### src/rtl/clip_round_pipe.sv
// clip_round_pipe: two-stage shift, round-half-up and saturate stream stage
// with per-sample clip flags and saturating clip-event counters.
module clip_round_pipe #(
    parameter int BW_IN   = 16,
    parameter int BW_OUT  = 8,
    parameter int SHIFT_W = 4,
    parameter int CNT_W   = 16
) (
    input  logic               clk,
    input  logic               rst_n,
    input  logic               data_in_is_signed,
    input  logic               data_out_is_signed,
    input  logic [SHIFT_W-1:0] shift,
    input  logic               in_valid,
    output logic               in_ready,
    input  logic [BW_IN-1:0]   in_data,
    output logic               out_valid,
    input  logic               out_ready,
    output logic [BW_OUT-1:0]  out_data,
    output logic [1:0]         out_clip,
    input  logic               cnt_clr,
    output logic [CNT_W-1:0]   clip_up_cnt,
    output logic [CNT_W-1:0]   clip_lo_cnt
);
    localparam logic signed [BW_IN:0] S_MAX = {{(BW_IN-BW_OUT+2){1'b0}}, {(BW_OUT-1){1'b1}}};
    localparam logic signed [BW_IN:0] S_MIN = {{(BW_IN-BW_OUT+2){1'b1}}, {(BW_OUT-1){1'b0}}};
    localparam logic signed [BW_IN:0] U_MAX = {{(BW_IN-BW_OUT+1){1'b0}}, {BW_OUT{1'b1}}};
    localparam logic signed [BW_IN:0] U_MIN = '0;

    logic                    s1_valid, s1_os, s2_valid, s2_load, up, dn, xfer;
    logic signed [BW_IN:0]   x, r, s1_r, hi, lo;
    logic signed [BW_IN+1:0] t;
    logic [31:0]             s_amt;

    assign s2_load   = ~s2_valid | out_ready;
    assign in_ready  = ~s1_valid | s2_load;
    assign out_valid = s2_valid;
    assign xfer      = out_valid & out_ready;

    // The extra LSB below x catches the last bit shifted out, which is the round-half-up increment.
    always_comb begin
        s_amt = 32'(shift) > 32'(BW_IN) ? 32'(BW_IN) : 32'(shift);
        x     = data_in_is_signed ? {in_data[BW_IN-1], in_data} : {1'b0, in_data};
        t     = $signed({x, 1'b0}) >>> s_amt;
        r     = t[BW_IN+1:1] + {{BW_IN{1'b0}}, t[0]};
    end

    always_comb begin
        hi = s1_os ? S_MAX : U_MAX;
        lo = s1_os ? S_MIN : U_MIN;
        up = s1_r > hi;
        dn = s1_r < lo;
    end

    always_ff @(posedge clk or negedge rst_n) begin
        if (!rst_n) begin
            s1_valid <= 1'b0;
            s1_os    <= 1'b0;
            s1_r     <= '0;
            s2_valid <= 1'b0;
            out_data <= '0;
            out_clip <= '0;
        end else begin
            if (in_ready) begin
                s1_valid <= in_valid;
                if (in_valid) begin
                    s1_r  <= r;
                    s1_os <= data_out_is_signed;
                end
            end
            if (s2_load) begin
                s2_valid <= s1_valid;
                if (s1_valid) begin
                    out_data <= up ? hi[BW_OUT-1:0] : dn ? lo[BW_OUT-1:0] : s1_r[BW_OUT-1:0];
                    out_clip <= {up, dn};
                end
            end
        end
    end

    // A clear that coincides with a counted transfer still records that transfer.
    always_ff @(posedge clk or negedge rst_n) begin
        if (!rst_n) begin
            clip_up_cnt <= '0;
            clip_lo_cnt <= '0;
        end else begin
            if (cnt_clr)
                clip_up_cnt <= CNT_W'(xfer & out_clip[1]);
            else if (xfer && out_clip[1] && !(&clip_up_cnt))
                clip_up_cnt <= clip_up_cnt + CNT_W'(1);
            if (cnt_clr)
                clip_lo_cnt <= CNT_W'(xfer & out_clip[0]);
            else if (xfer && out_clip[0] && !(&clip_lo_cnt))
                clip_lo_cnt <= clip_lo_cnt + CNT_W'(1);
        end
    end
endmodule
### config.mk
export PLATFORM = sky130hd
export DESIGN_NAME = clip_round_pipe
export DESIGN_NICKNAME = d
export VERILOG_FILES = /design/src/rtl/clip_round_pipe.sv
export SDC_FILE = /design/constraint.sdc
export NUM_CORES = 1
export LEC_CHECK = 0
export ABC_CLOCK_PERIOD_IN_PS = 3900
export CAP_MARGIN = 0
export CORE_MARGIN = 2
export CORE_UTILIZATION = 59
export CTS_CLUSTER_DIAMETER = 50
export CTS_CLUSTER_SIZE = 12
export DETAILED_ROUTE_END_ITERATION = 10
export GPL_TIMING_DRIVEN = 0
export PLACE_DENSITY = 0.89
export SYNTH_ARGS = -nofsm -noshare
export SYNTH_HDL_FRONTEND = slang
export SYNTH_SLANG_ARGS = --single-unit
export TNS_END_PERCENT = 50
### constraint.sdc
create_clock -name clk -period 3.9 [get_ports clk]
set_input_delay 1.17 -clock clk [delete_from_list [all_inputs] [get_ports clk]]
set_output_delay 1.17 -clock clk [all_outputs]
set_load 0.05 [all_outputs]
==> out/qor.txt <==
Min Hold Slack: 515.1 ps
Warning count from the yosys run: 0
Worst r2r src: s1_os$_DFFE_PN0P_
IO Count: 71
Power density over the cells: 363.3 mW/mm2
Synth area leaders: dfrtp_1 35%, mux4_1 7.1%, ha_1 4.2%
Leakage: 2.240 nW
Required @ worst endpoint: 4110 ps
Total chip power: 1.989 mW
Slew headroom: 38.39%
Area share of the largest cell type after synthesis: 35.07%
Synthesized area: 0.004424 mm2
Crit path kind: input pin to flip-flop
Hpwl dp: 8196 um
Post-synth net total: 494
#FFs+latches synth: 62
CTS buffer count: 9
Finish-stage setup viols: 0
Max-Cap Viols: 0
DIE HEIGHT: 90.60 um
DRC Markers: 0
Worst slew pin tran: 917.1 ps
R2r worst-path depth: 9
Placed cell count: 620
Top cells by count, synth: 62 x dfrtp_1, 47 x nor2_1, 44 x nand2_1
Critical Path Max Stage Delay: 510 ps
Core area: 0.007253 mm2
Status: finished, final reports clean
CTS tree: yes
Tcrit/Tclk final: 95.49%
Synth Flop Type: dfrtp_1
Critical path fanouts, max: 10
Tmin final: 3724 ps
Non-filler cells, final: 637
H-tree depth: 3
Chip width: 90.60 um
CTS clk-pin slew, worst paths: 60 ps
Vias: 3,875
Worst skew pair latency: 340 ps
TritonCTS sink count: 62
CP Capture Type: flip-flop
Avg WL per Cell: 17.00 um
Hold WC Path Type: flip-flop to flip-flop
Startpoint types: input pin
Crit-path slowest cell: clkdlybuf4s50_1
Sequential share of the synthesized area: 35.07%
NumNets Final: 575
Maximum vdd drop: 0.0001664 V
Pre-CTS WS: -401.4 ps
WL final: 10,830 um
Largest net degree at the start of global routing: 42
Post-Syn Area per Cell: 9.788 um2
Synthesized instance count: 452
Worst Skew: 13.35 ps
Share of post-route cells with drive strength above 1: 12.27%
Die Area: 0.008207 mm2
Max Clock Freq: 268.5 MHz
Post-route ant nets: 0
Vias in the first global route: 3,922
Crit-path most repeated cell: a21oi_1
Initial Utilization: 61.00%
Cell row count: 31
Hold Crit Depth: 1
First-pass GRT wire length: 18,490 um
Antenna cells: 0
Smallest setup slack after layout: 175.7 ps
Crit path DAT: 3930 ps
Cell taking the most area after synthesis: dfrtp_1
HP Start: out_data[4]$_DFFE_PN0P_
Top-count cell post-synth: dfrtp_1
Layout area overhead: 23.73%
Final Max Slew Viols: 0
Fin util: 75.47%
Clock root buffer: clkbuf_8
CTS max path bufs: 2
GP Congestion: 0.8915
PortBufs: 68
EDFF count, synth: 0
Synth async-reset ratio: 100.0%
Setup crit start: in_data[15]
Filler cells: 488
Iter 0 DRT Violations: 163
Antenna violations before repair: 0
DR pass1 iterations: 5
Vias/cell: 6.083
Grt total ovfl: 0
Final Hold Viols: 0
Gr usage total: 27.53%
CP Cell Sequence: clkdlybuf4s50_1 -> clkbuf_1 -> mux4_1 -> mux2i_1 -> a21oi_1 -> ha_1 -> nand2_1 -> a21oi_1 -> o22ai_4 -> nor4_2 -> xnor2_1 -> o21ai_1
Synth cell types: 68
==> registers in the layout, indices dropped and copies added, names as in the netlist <==
register,count
out_data,8
clip_up_cnt,16
s1_os,1
s1_r,17
out_valid,1
s1_valid,1
out_clip,2
clip_lo_cnt,16
==> final cells by class <==
type / count / area (um2) / area share, %
Sequential cell: 62 / 1551 / 28.34
Buffer: 21 / 136.4 / 2.491
Tap cell: 99 / 123.9 / 2.263
Clock inverter: 4 / 22.52 / 0.4114
Clock buffer: 12 / 145.1 / 2.651
Inverter: 15 / 56.30 / 1.029
Timing Repair Buffer: 70 / 708.2 / 12.94
Multi-Input combinational cell: 354 / 2730 / 49.87
==> report_power, final <==
| part | internal [mW] | switching (mW) | total [mW] |
|---|---|---|---|
| logic | 0.278 | 0.424 | 0.703 |
| registers | 0.721 | 0.0748 | 0.796 |
| clock network | 0.245 | 0.245 | 0.490 |
| total | 1.24 | 0.744 | 1.99 |
==> cell families after synthesis <==
| logic type | after synthesis | synth area share [%] |
|---|---|---|
| compound gates | 94 | 15.64 |
| xor+xnor | 36 | 7.127 |
| fa+ha+maj | 15 | 4.242 |
| buf+inv | 36 | 4.355 |
| flops | 62 | 35.07 |
| mux | 38 | 14.06 |
| simple gates | 171 | 19.51 |
==> layer usage <==
metal | vias to the layer above | global-route usage [%] | wire (um)
met5 | - | 0 | 0
met4 | 0 | 13.59 | 301
met3 | 29 | 3.255 | 570
met2 | 143 | 49.00 | 5630
met1 | 1853 | 32.89 | 4323
li1 | 1850 | - | -
==> through the flow <==
| step | TNS (ps) | cell area (um2) |
|---|---|---|
| 5_1_grt | -71.96 | 5474 |
| 3_5_place_dp | -4021 | 5244 |
| 2_1_floorplan | 0 | 4424 |
| 3_3_place_gp | -16910 | 5229 |
| 6_report | 0 | 5474 |
| 4_1_cts | -57.11 | 5418 |
==> worst max-delay path, delay by kind of cell <==
family | cells | cell delay (ps)
xor gates and xnor gates | 1 | 200
muxes | 2 | 430
AOI/OAI and AO/OA | 4 | 660
adders and majority gates | 1 | 190
buffers and inverters | 2 | 890
and+or+nand+nor | 2 | 390
==> cell usage in the layout (no fill, tap or decap), types with 7 or more instances in the layout <==
cell type,count
a21oi_1,18
a221o_1,7
clkbuf_1,12
clkbuf_8,10
clkdlybuf4s50_1,65
dfrtp_1,62
ha_1,15
inv_1,14
mux2_2,13
mux2i_1,10
mux4_1,12
nand2_1,44
nand3_1,12
nand4_1,12
nor2_1,47
nor3_1,7
o21ai_0,21
xnor2_1,16
xor2_1,20
==> worst paths after layout <==
kind,endpoint,slack [ps]
max,s1_r[13]$_DFFE_PN0P_,180
min,out_data[4]$_DFFE_PN0P_,520
max reg2reg,out_data[1]$_DFFE_PN0P_,960
min reg2reg,out_data[4]$_DFFE_PN0P_,520
max in group asynchronous,s1_r[1]$_DFFE_PN0P_,2520
min in group asynchronous,clip_up_cnt[11]$_DFFE_PN0P_,800
==> timing repair <==
action	4_1_cts	5_1_grt
endpoints found under the hold margin	0	0
resized for setup	1	9
pin swaps	0	2
setup buffers	0	1
endpoints found under the setup margin	1	15
hold buffers	0	0
No activity file was read; power rests on OpenSTA's default activity.
